## config.mk

```make
export PLATFORM = sky130hd
export DESIGN_NAME = systolic_drain_unit
export DESIGN_NICKNAME = d
export VERILOG_FILES = /design/src/rtl/systolic_drain_unit.sv
export SDC_FILE = /design/constraint.sdc
export NUM_CORES = 1
export LEC_CHECK = 0
export ABC_CLOCK_PERIOD_IN_PS = 3400
export CAP_MARGIN = 20
export CORE_MARGIN = 5
export CORE_UTILIZATION = 40
export DETAILED_ROUTE_END_ITERATION = 8
export GPL_ROUTABILITY_DRIVEN = 1
export PLACE_DENSITY = 0.71
export SLEW_MARGIN = 20
export SYNTH_ARGS = -nofsm -noshare
export SYNTH_HDL_FRONTEND = slang
export SYNTH_SLANG_ARGS = --single-unit
```

## constraint.sdc

```tcl
create_clock -name Clock -period 3.4 [get_ports Clock]
set_clock_uncertainty 0.1 [all_clocks]
set_input_delay 0.51 -clock Clock [delete_from_list [all_inputs] [get_ports Clock]]
set_output_delay 0.51 -clock Clock [all_outputs]
set_load 0.05 [all_outputs]
```

## src/rtl/systolic_drain_unit.sv

```systemverilog
// Snapshots a row of systolic node accumulators, clears the nodes, then streams the sums out over valid/ready.
// Define DRAIN_SATURATE_EN to saturate each sum to the signed OUT_N range instead of truncating it.
module systolic_drain_unit #(
   parameter int NODES_N     = 4,
   parameter int ACCUM_OUT_N = 32,
   parameter int OUT_N       = 16,
   localparam int IDX_N      = $clog2(NODES_N)
) (
   input  logic                           Clock,
   input  logic                           Reset,
   input  logic                           Drain_Start,
   input  logic [NODES_N*ACCUM_OUT_N-1:0] Accum_In,
   output logic                           Clear_Out,
   output logic                           Busy,
   output logic                           Out_Valid,
   input  logic                           Out_Ready,
   output logic signed [OUT_N-1:0]        Out_Data,
   output logic [IDX_N-1:0]               Out_Index,
   output logic                           Out_Last,
   output logic                           Done,
   output logic                           Overrun
);

   typedef enum logic [1:0] {IDLE, STREAM, FINISH} state_t;

   localparam logic [IDX_N-1:0] LAST_IDX = IDX_N'(NODES_N - 1);

   state_t state, state_next;

   logic signed [OUT_N-1:0] buffer  [NODES_N];
   logic signed [OUT_N-1:0] conv_in [NODES_N];

   logic                    capture;
   logic                    clear_next, valid_next, last_next, done_next, overrun_next;
   logic signed [OUT_N-1:0] data_next;
   logic [IDX_N-1:0]        index_next, index_inc;

   // Conversion happens on the way into the buffer, so it only ever holds OUT_N-bit results.
`ifdef DRAIN_SATURATE_EN
   localparam logic signed [ACCUM_OUT_N-1:0] SAT_MAX =
      {{(ACCUM_OUT_N-OUT_N+1){1'b0}}, {(OUT_N-1){1'b1}}};
   localparam logic signed [ACCUM_OUT_N-1:0] SAT_MIN =
      {{(ACCUM_OUT_N-OUT_N+1){1'b1}}, {(OUT_N-1){1'b0}}};

   logic signed [ACCUM_OUT_N-1:0] slice;

   always_comb begin
      slice = '0;
      for (int i = 0; i < NODES_N; i++) begin
         slice = Accum_In[i*ACCUM_OUT_N +: ACCUM_OUT_N];
         if (slice > SAT_MAX)
            conv_in[i] = SAT_MAX[OUT_N-1:0];
         else if (slice < SAT_MIN)
            conv_in[i] = SAT_MIN[OUT_N-1:0];
         else
            conv_in[i] = slice[OUT_N-1:0];
      end
   end
`else
   logic unused_accum_bits;
   assign unused_accum_bits = ^Accum_In;

   always_comb begin
      for (int i = 0; i < NODES_N; i++)
         conv_in[i] = Accum_In[i*ACCUM_OUT_N +: OUT_N];
   end
`endif

   assign Busy      = (state != IDLE);
   assign index_inc = Out_Index + IDX_N'(1);

   always_comb begin
      state_next   = state;
      capture      = 1'b0;
      clear_next   = 1'b0;
      valid_next   = Out_Valid;
      last_next    = Out_Last;
      done_next    = 1'b0;
      overrun_next = 1'b0;
      data_next    = Out_Data;
      index_next   = Out_Index;
      case (state)
         IDLE: begin
            if (Drain_Start) begin
               capture    = 1'b1;
               clear_next = 1'b1;
               valid_next = 1'b1;
               data_next  = conv_in[0];
               index_next = '0;
               last_next  = 1'b0;
               state_next = STREAM;
            end
         end
         STREAM: begin
            overrun_next = Drain_Start;
            if (Out_Valid && Out_Ready) begin
               if (Out_Index == LAST_IDX) begin
                  valid_next = 1'b0;
                  last_next  = 1'b0;
                  data_next  = '0;
                  index_next = '0;
                  done_next  = 1'b1;
                  state_next = FINISH;
               end else begin
                  data_next  = buffer[index_inc];
                  index_next = index_inc;
                  last_next  = (index_inc == LAST_IDX);
               end
            end
         end
         FINISH: begin
            overrun_next = Drain_Start;
            state_next   = IDLE;
         end
         default: state_next = IDLE;
      endcase
   end

   // Every output is a flop; reset abandons any drain in progress without a Done.
   always_ff @(posedge Clock) begin
      if (Reset) begin
         state     <= IDLE;
         Clear_Out <= 1'b0;
         Out_Valid <= 1'b0;
         Out_Last  <= 1'b0;
         Done      <= 1'b0;
         Overrun   <= 1'b0;
         Out_Data  <= '0;
         Out_Index <= '0;
         for (int i = 0; i < NODES_N; i++)
            buffer[i] <= '0;
      end else begin
         state     <= state_next;
         Clear_Out <= clear_next;
         Out_Valid <= valid_next;
         Out_Last  <= last_next;
         Done      <= done_next;
         Overrun   <= overrun_next;
         Out_Data  <= data_next;
         Out_Index <= index_next;
         if (capture) begin
            for (int i = 0; i < NODES_N; i++)
               buffer[i] <= conv_in[i];
         end
      end
   end

endmodule

```

==> reports/metrics.cfg, run 1 <==
[place]
pre_cts_slack_ns=0.993
numPortBuffers=91
gp_congestion=0.829
place_hpwl_mm=5.82
placed_area_sq_um=5030

[yosys]
syn-num-nets=442
synth.distinct_cells=34
syn_inst=304
ys.flop_type=edfxtp_1
synth_edf_count=64
synth_seq_cells=89
yosysSeqAreaShare=0.602
syn_area_per_cell_sq_um=13.2
netlist_area_sq_um=4020
async_reset_ff_frac=0
ys.warnings.count=0

[power]
powerDensity_nw_per_um2=676
clkPwrFrac=0.212
p_leak_uw=0.00195
pwr-share-seq=0.423
switching_share=0.350
p_total_uw=3540
net-switching-power_uw=1240
internal-power_uw=2300
ir_drop_uv=284
comb_power_share=0.365

[worst_setup_path]
critPathLaunch=state[0]$_SDFFE_PP0P_
worstPathRequired_ns=2.79
regToRegSetupSlack_ns=1.20
arrival_ns=1.98
r2r_end=Out_Data[14]$_SDFFE_PP0P_
cpMostUsedCell=inv_1
r2r_start=Out_Index[0]$_SDFFE_PP0P_
worst_path_largest_cell_delay_ns=0.80
cp_max_fo=7
endpoint_kind=output pin
critPathSlowestCell=clkdlybuf4s50_1
critical_path_class=reg -> out
path_cells=inv_1, ha_1, inv_1, clkdlybuf4s50_1
cp-endpoint=Busy
startpoint_type=flip-flop
reg2reg_depth=6

[die]
rows=36
ios=156
fp.dieH_um=110
die_w_um=110
start_util=0.412
coreArea_sq_um=9770
die-area_sq_um=12200

[grt]
overflow=0
grt_pass1_wl_mm=14.1
grt_pass1_vias=2794
grt_max_degree=65
antenna_found_initial=0
grt_use_total=0.155

[timing]
final_max_slew_viol_count=0
hold_viol_final=0
tightest_slew_ns=0.875
setup_tns_ns=0
rsz0062_at_grt=false
fmax_ghz=0.386
setup_ws_ns=0.810
setup_viol=0
period_share=0.762
relSlewSlack=0.416
min_period_ns=2.59

[min_path]
hold_path_class=reg -> reg

[layout]
layout_common_cells=clkdlybuf4s50_1 (91), and2_1 (64), edfxtp_1 (64), mux2_2 (32), dfxtp_1 (25)
area_growth_pct=30.0
num_antenna_cells=0
final_area_sq_um=5230
drive_above_1_share=0.147
utilization=0.535
final_common_cell=clkdlybuf4s50_1
nNetsFinal=527
fillers=882

[clock_tree]
cts_tree=yes
cts_setup_buffers=0
cts_made_buffers=9
cts.path.max_buffers=2
root_buffer=clkbuf_8
clkTransAtPathRegs_ns=0.08
clock-sinks=89
htree_levels=3
ctsHoldBuffers=0
worstSkewPairLatency_ns=0.36
post_cts_resized=0

[route]
drt-total-wl_mm=8.89
ant_nets=0
avgRoutedWirePerCell_um=16.9
dr_total_vias=2692
drc_errors=0
firstDrtPassIters=5
detail_route.iter0.violations=213
drt-vias-per-instance=5.11

[flow_run]
maxCapViolations=0

[outcome]
status=finished clean

==> sequential cells by signal, summed over array words and instances, names as in the netlist <==
| name | flops |
|---|---|
| buffer | 64 |
| Out_Data | 16 |
| Out_Index | 2 |
| state | 2 |
| Clear_Out | 1 |
| Done | 1 |
| Out_Last | 1 |
| Out_Valid | 1 |
| Overrun | 1 |
==> how the worst min path moves through the flow <==
stage | slack, ns | end | from | cells after the start
global route | 0.44 | Out_Last$_SDFFE_PP0P_ | Out_Last$_SDFFE_PP0P_ | 2
finish | 0.38 | Out_Last$_SDFFE_PP0P_ | Out_Last$_SDFFE_PP0P_ | 2
floorplan | 0.38 | state[0]$_SDFFE_PP0P_ | state[0]$_SDFFE_PP0P_ | 2
CTS | 0.38 | Out_Last$_SDFFE_PP0P_ | Out_Last$_SDFFE_PP0P_ | 2
global placement | 0.37 | Out_Last$_SDFFE_PP0P_ | Out_Last$_SDFFE_PP0P_ | 2
detailed placement | 0.37 | Out_Last$_SDFFE_PP0P_ | Out_Last$_SDFFE_PP0P_ | 2
==> per-stage QoR <==
stage	std cells	hold slack, ns
floorplan	304	0.382
global placement	511	0.368
detailed placement	511	0.370
CTS	527	0.383
global route	527	0.438
finish	527	0.380
==> area by class of cell <==
| type | count | area [sq um] | share of cell area |
|---|---|---|---|
| sequential | 89 | 2420 | 0.463 |
| multi-input combinational | 186 | 1450 | 0.276 |
| timing repair buffer | 97 | 968 | 0.185 |
| tap | 133 | 166 | 0.0318 |
| clock buffer | 12 | 155 | 0.0297 |
| clock inverter | 4 | 51.3 | 0.00980 |
| inverter | 6 | 22.5 | 0.00430 |
==> worst max-delay path: cells and delay by family (launching register included) <==
kind,cells,cell delay (ns)
buffers and inverters,3,0.96
adder cells (fa/ha/maj),1,0.28
flip-flops,1,0.39
==> kinds of logic after synthesis <==
family / count (synthesis) / synth area share
AND/OR/NAND/NOR: 85 / 0.133
flip-flops: 89 / 0.602
multiplexers: 35 / 0.0976
AO/OA/AOI/OAI: 60 / 0.109
adder cells (fa/ha/maj): 6 / 0.0187
buffers and inverters: 29 / 0.0395
==> routing by layer <==
metal | vias up | track usage | wire [um]
li1 | 1307 | - | -
met1 | 1272 | 0.204 | 3850
met2 | 102 | 0.247 | 4270
met3 | 11 | 0.0454 | 627
met4 | 0 | 0.0536 | 147
met5 | - | 0 | 0
==> synthesized netlist by cell type, drive strengths merged, types with 3 or more instances <==
library cell,count,area (sq um)
mux2,34,383
and2,64,400
ha,6,75.1
nand4,3,18.8
a21oi,20,100
buf,14,101
o21ai,3,15.0
a222oi,16,160
edfxtp,64,1920
inv,6,22.5
dfxtp,25,500
a211oi,16,120
clkbuf,9,35.0
==> power by group through the flow <==
stage	sequential (uW)	clock, uW	combinational, uW
final	1500	750	1290
after global routing	1520	819	1390
after CTS	1500	767	1300
after detailed placement	1520	0	1300
after global placement	1520	0	1280
after floorplan	1780	0	630
No activity file was read; power rests on OpenSTA's default activity.
==> run 2, diff against run 1 <==
--- a/config.mk
+++ b/config.mk
@@ -5,7 +5,7 @@
 export SDC_FILE = /design/constraint.sdc
 export NUM_CORES = 1
 export LEC_CHECK = 0
-export ABC_CLOCK_PERIOD_IN_PS = 3400
+export ABC_CLOCK_PERIOD_IN_PS = 2400
 export CAP_MARGIN = 20
 export CORE_MARGIN = 5
 export CORE_UTILIZATION = 40
==> constraint.sdc (replaced) <==
create_clock -name Clock -period 2.4 [get_ports Clock]
set_clock_uncertainty 0.1 [all_clocks]
set_input_delay 0.36 -clock Clock [delete_from_list [all_inputs] [get_ports Clock]]
set_output_delay 0.36 -clock Clock [all_outputs]
set_load 0.05 [all_outputs]
==> reports/metrics.cfg, run 2 (synthesis results as in run 1) <==
[power]
pwr-share-seq=0.430  ; was 0.423
switching_share=0.349  ; was 0.350
ir_drop_uv=470  ; was 284 uV
powerDensity_nw_per_um2=945  ; was 676 nW/um^2
comb_power_share=0.371  ; was 0.365
net-switching-power_uw=1720  ; was 1240 uW
clkPwrFrac=0.199  ; was 0.212
p_leak_uw=0.00196  ; was 0.00195 uW
internal-power_uw=3220  ; was 2300 uW

[layout]
fillers=869  ; was 882
largest_reg_flops=64  ; unchanged
drive_above_1_share=0.146  ; was 0.147
layout_common_cells=clkdlybuf4s50_1 (90), and2_1 (64), edfxtp_1 (64), mux2_2 (32), dfxtp_1 (25)  ; was clkdlybuf4s50_1 (91), and2_1 (64), edfxtp_1 (64), mux2_2 (32), dfxtp_1 (25)
final_cells=530  ; was 527
num_antenna_cells=0  ; unchanged
multi_input_area_sq_um=1450  ; unchanged
max_flop_register=buffer  ; unchanged
top_regs=buffer x64, Out_Data x16  ; unchanged
final_common_cell=clkdlybuf4s50_1  ; unchanged
nNetsFinal=530  ; was 527
final_area_sq_um=5230  ; about the same
ff_latch_area_sq_um=2420  ; unchanged
area_growth_pct=30.0  ; about the same

[worst_setup_path]
arrival_ns=2.31  ; was 1.98 ns
critPathLaunch=Out_Index[0]$_SDFFE_PP0P_  ; was state[0]$_SDFFE_PP0P_
path_cells=inv_1, ha_1, buf_4, mux2_2, a222oi_1, a211oi_1  ; was inv_1, ha_1, inv_1, clkdlybuf4s50_1
worstPathRequired_ns=2.53  ; was 2.79 ns
worst_path_largest_cell_delay_ns=0.46  ; was 0.80 ns
regToRegSetupSlack_ns=0.22  ; was 1.20 ns
r2r_start=Out_Index[0]$_SDFFE_PP0P_  ; unchanged
critPathSlowestCell=dfxtp_1  ; was clkdlybuf4s50_1
cp-endpoint=Out_Data[12]$_SDFFE_PP0P_  ; was Busy
critical_path_class=reg -> reg  ; was reg -> out
startpoint_type=flip-flop  ; unchanged
endpoint_kind=flip-flop  ; was output pin
r2r_end=Out_Data[12]$_SDFFE_PP0P_  ; was Out_Data[14]$_SDFFE_PP0P_
reg2reg_depth=6  ; unchanged
cp_max_fo=19  ; was 7

[place]
pre_cts_slack_ns=0.216  ; was 0.993 ns
placed_area_sq_um=5050  ; was 5030 sq um
gp_congestion=0.813  ; was 0.829
place_hpwl_mm=5.89  ; was 5.82 mm
placed_cells=514  ; was 511
numPortBuffers=91  ; unchanged

[route]
firstDrtPassIters=7  ; was 5
drc_errors=0  ; unchanged
drt-vias-per-instance=5.07  ; was 5.11
ant_nets=0  ; unchanged
detail_route.iter0.violations=168  ; was 213
avgRoutedWirePerCell_um=16.4  ; was 16.9 um
drt-total-wl_mm=8.71  ; was 8.89 mm
dr_total_vias=2689  ; was 2,692

[die]
fp.dieH_um=110  ; unchanged
coreArea_sq_um=9770  ; unchanged
start_util=0.412  ; unchanged
die-area_sq_um=12200  ; unchanged
die_w_um=110  ; unchanged
rows=36  ; unchanged
ios=156  ; unchanged

[clock_tree]
clock-sinks=89  ; unchanged
cts_tree=yes  ; unchanged
htree_levels=3  ; unchanged
clkTransAtPathRegs_ns=0.08  ; about the same
worstSkewPairLatency_ns=0.35  ; was 0.36 ns
ctsHoldBuffers=0  ; unchanged
root_buffer=clkbuf_8  ; unchanged
cts_setup_buffers=0  ; unchanged
cts.path.max_buffers=2  ; unchanged
cts_made_buffers=9  ; unchanged

[timing]
fmax_ghz=0.459
hold_viol_final=0  ; unchanged
setup_ws_ns=0.219  ; was 0.810 ns
period_share=0.909
min_period_ns=2.18
final_max_slew_viol_count=0  ; unchanged
relSlewSlack=0.490  ; was 0.416
setup_viol=0  ; unchanged
tightest_slew_ns=0.765  ; was 0.875 ns
setup_tns_ns=0  ; unchanged
rsz0062_at_grt=false  ; unchanged

[min_path]
whs_path_depth=2  ; unchanged
hold_path_class=reg -> reg  ; unchanged
holdCritStartpoint=Out_Last$_SDFFE_PP0P_  ; unchanged

[grt]
busiest_layer=met2  ; unchanged
overflow=0  ; unchanged
antenna_found_initial=0  ; unchanged
grt_use_total=0.156  ; was 0.155
grt_max_degree=65  ; unchanged
grt_pass1_vias=2846  ; was 2,794
use_met1=0.202  ; was 0.204
use_met3=0.0414  ; was 0.0454
met2_usage=0.244  ; was 0.247
grt_pass1_wl_mm=14.2  ; was 14.1 mm

[flow_run]
maxCapViolations=0  ; unchanged

[outcome]
status=finished clean  ; unchanged

==> run 2: cell count changes in the layout (fill, tap and decap cells not counted), sizes merged <==
cell,before,now
buf,6,9
clkdlybuf4s50,91,90
clkbuf,12,13
clkinvlp,1,0
dlygate4sd2,0,1
==> run 2: power by group through the flow <==
stage	clock, uW	combinational (uW)	sequential [uW]
3_5_place_dp	0	1850	2160
4_1_cts	1010	1850	2130
2_1_floorplan	0	894	2510
5_1_grt	1060	1980	2160
6_report	984	1840	2120
3_3_place_gp	0	1830	2150
==> run 2: per-stage QoR <==
stage / util / hold slack, ns / power, uW
final: 0.535 / 0.382 / 4940
after global routing: 0.535 / 0.437 / 5200
after floorplan: - / 0.382 / 3400
after global placement: 0.517 / 0.367 / 3980
after detailed placement: 0.517 / 0.373 / 4020
after CTS: 0.535 / 0.384 / 4990
==> run 2: metal layers <==
layer  wire length, um  up-vias
li1                  -     1316
met1              3780     1262
met2              4150      103
met3               668        8
met4               106        0
met5                 0        -
==> run 2: how the worst min path moves through the flow <==
stage / end / slack, ns
after global routing: Out_Last$_SDFFE_PP0P_ / 0.44
final: Out_Last$_SDFFE_PP0P_ / 0.38
after detailed placement: Out_Last$_SDFFE_PP0P_ / 0.37
after floorplan: state[0]$_SDFFE_PP0P_ / 0.38
after CTS: Out_Last$_SDFFE_PP0P_ / 0.38
after global placement: Out_Last$_SDFFE_PP0P_ / 0.37
==> run 2: area by class of cell <==
type | count | share of cell area
Sequential cell | 89 | 0.463
Tap cell | 133 | 0.0318
Clock buffer | 13 | 0.0266
Clock inverter | 3 | 0.00837
Inverter | 6 | 0.00431
Multi-Input combinational cell | 186 | 0.277
Timing Repair Buffer | 100 | 0.189
==> run 2: what timing repair did <==
item | in CTS | in global routing
endpoints found under the setup margin | 1 | 0
hold endpoints to repair | 0 | 0
resized for setup | 1 | 0
==> run 2: critical path: cells and delay by family (launching register included) <==
family,cells,cell delay [ns]
multiplexers,1,0.38
buffers and inverters,2,0.36
adder cells (fa/ha/maj),1,0.30
flip-flops,1,0.46
AO/OA/AOI/OAI,2,0.46
==> run 3, diff against run 2 <==
==> constraint.sdc (replaced) <==
create_clock -name Clock -period 2.4 [get_ports Clock]
set_clock_uncertainty 0.1 [all_clocks]
set_input_delay 0.48 -clock Clock [delete_from_list [all_inputs] [get_ports Clock]]
set_output_delay 0.48 -clock Clock [all_outputs]
set_load 0.05 [all_outputs]
==> reports/metrics.cfg, run 3 (synthesis results as in run 1) <==
[outcome]
status=finished clean  ; unchanged

[layout]
layout_common_cells=clkdlybuf4s50_1 (90), and2_1 (64), edfxtp_1 (64), mux2_2 (32), dfxtp_1 (25)  ; unchanged
num_antenna_cells=0  ; unchanged
fillers=893  ; was 869
final_common_cell=clkdlybuf4s50_1  ; unchanged
utilization=0.535  ; about the same
final_area_sq_um=5230  ; about the same
max_flop_register=buffer  ; unchanged
area_growth_pct=29.9  ; was 30.0%
largest_reg_flops=64  ; unchanged
nNetsFinal=530  ; unchanged
drive_above_1_share=0.156  ; was 0.146
top_regs=buffer x64, Out_Data x16  ; unchanged

[route]
firstDrtPassIters=6  ; was 7
detail_route.iter0.violations=185  ; was 168
drc_errors=0  ; unchanged
ant_nets=0  ; unchanged
avgRoutedWirePerCell_um=16.8  ; was 16.4 um
drt-total-wl_mm=8.89  ; was 8.71 mm
dr_total_vias=2709  ; was 2,689
drt-vias-per-instance=5.11  ; was 5.07

[clock_tree]
cts_made_buffers=9  ; unchanged
worstSkewPairLatency_ns=0.35  ; about the same
root_buffer=clkbuf_8  ; unchanged
cts_tree=yes  ; unchanged
post_cts_resized=0  ; was 1
cts.path.max_buffers=2  ; unchanged
htree_levels=3  ; unchanged
ctsHoldBuffers=0  ; unchanged
clkTransAtPathRegs_ns=0.09  ; was 0.08 ns
cts_setup_buffers=0  ; unchanged
clock-sinks=89  ; unchanged

[min_path]
holdCritStartpoint=Out_Last$_SDFFE_PP0P_  ; unchanged
whs_path_depth=2  ; unchanged
hold_path_class=reg -> reg  ; unchanged
holdPathEnd=Out_Last$_SDFFE_PP0P_  ; unchanged

[worst_setup_path]
r2r_start=Out_Index[0]$_SDFFE_PP0P_  ; unchanged
critical_path_class=reg -> out  ; was reg -> reg
path_delay_family=buffers and inverters  ; was flip-flops
startpoint_type=flip-flop  ; unchanged
regToRegSetupSlack_ns=0.19  ; was 0.22 ns
path_cells=clkdlybuf4s50_1  ; was inv_1, ha_1, buf_4, mux2_2, a222oi_1, a211oi_1
critPathSlowestCell=clkdlybuf4s50_1  ; was dfxtp_1
worstPathRequired_ns=1.82  ; was 2.53 ns
r2r_end=Out_Data[15]$_SDFFE_PP0P_  ; was Out_Data[12]$_SDFFE_PP0P_
arrival_ns=1.71  ; was 2.31 ns
worst_path_largest_cell_delay_ns=0.87  ; was 0.46 ns
reg2reg_depth=6  ; unchanged
cp.buffers_inverters=1  ; was 2
endpoint_kind=output pin  ; was flip-flop
cp_max_fo=6  ; was 19

[power]
pwr-share-seq=0.433  ; was 0.430
clkPwrFrac=0.191  ; was 0.199
switching_share=0.360  ; was 0.349
powerDensity_nw_per_um2=939  ; was 945 nW/um^2
comb_power_share=0.375  ; was 0.371
p_leak_uw=0.00195  ; was 0.00196 uW
internal-power_uw=3140  ; was 3220 uW
ir_drop_uv=340  ; was 470 uV
net-switching-power_uw=1770  ; was 1720 uW

[grt]
antenna_found_initial=0  ; unchanged
grt_max_degree=65  ; unchanged
grt_use_total=0.155  ; was 0.156
grt_pass1_wl_mm=14.1  ; was 14.2 mm
grt_pass1_vias=2813  ; was 2,846
overflow=0  ; unchanged

[timing]
rsz0062_at_grt=false  ; unchanged
min_period_ns=2.29  ; was 2.18 ns
fmax_ghz=0.436  ; was 0.459 GHz
tightest_slew_ns=0.719  ; was 0.765 ns
relSlewSlack=0.521  ; was 0.490
setup_tns_ns=0  ; unchanged
setup_viol=0  ; unchanged
period_share=0.956  ; was 0.909
hold_viol_final=0  ; unchanged
final_max_slew_viol_count=0  ; unchanged
fin_hold_ws_ns=0.387  ; was 0.382 ns

[place]
placed_area_sq_um=5050  ; about the same
place_hpwl_mm=5.98  ; was 5.89 mm
gp_congestion=0.815  ; was 0.813
numPortBuffers=91  ; unchanged

[die]
die_w_um=110  ; unchanged
rows=36  ; unchanged
die-area_sq_um=12200  ; unchanged
coreArea_sq_um=9770  ; unchanged
start_util=0.412  ; unchanged
fp.dieH_um=110  ; unchanged
ios=156  ; unchanged

[flow_run]
maxCapViolations=0  ; unchanged

==> run 3: changes by cell type in the layout (fill, tap and decap cells not counted) <==
cell / delta
inv_6: +1
clkbuf_1: -4
bufinv_16: -1
buf_4: +1
dlygate4sd2_1: -1
clkinvlp_4: +2
clkinv_1: +1
clkbuf_8: +1
==> run 3: how the worst max path moves through the flow <==
stage               depth (start not counted)                   endpoint                      start
finish                                      1               Out_Index[0]  Out_Index[0]$_SDFFE_PP0P_
global route                                1               Out_Index[0]  Out_Index[0]$_SDFFE_PP0P_
CTS                                         1               Out_Index[0]  Out_Index[0]$_SDFFE_PP0P_
detailed placement                          6  Out_Data[10]$_SDFFE_PP0P_  Out_Index[0]$_SDFFE_PP0P_
global placement                            6  Out_Data[10]$_SDFFE_PP0P_  Out_Index[0]$_SDFFE_PP0P_
floorplan                                   7   Out_Data[4]$_SDFFE_PP0P_  Out_Index[0]$_SDFFE_PP0P_
==> run 3: stage by stage <==
stage                     power, uW  std cells  worst slack (ns)
after floorplan                3400        304            0.0594
final                          4910        530             0.106
after detailed placement       4020        514             0.210
after CTS                      4950        530             0.102
after global placement         3980        514             0.252
after global routing           5180        530            0.0466
==> run 3: final cells by class <==
class                           count  area [sq um]  area share
Sequential cell                    89          2420       0.464
Multi-Input combinational cell    186          1450       0.277
Inverter                            6          22.5     0.00431
Timing Repair Buffer              100           988       0.189
Clock buffer                       10           138      0.0263
Tap cell                          133           166      0.0318
Clock inverter                      6          41.3     0.00790
==> run 3: power by group through the flow <==
stage	registers (uW)	clock network (uW)	logic [uW]
final	2130	938	1840
after global routing	2160	1040	1980
after CTS	2130	964	1850
after detailed placement	2170	0	1850
after global placement	2150	0	1820
after floorplan	2510	0	894
==> run 3: metal layers <==
| metal | GRT usage | wire length, um | part of all wire |
|---|---|---|---|
| met5 | 0 | 0 | 0 |
| met3 | 0.0536 | 558 | 0.063 |
| met2 | 0.252 | 4380 | 0.49 |
| met1 | 0.195 | 3880 | 0.44 |
| met4 | 0.0484 | 73 | 0.0082 |
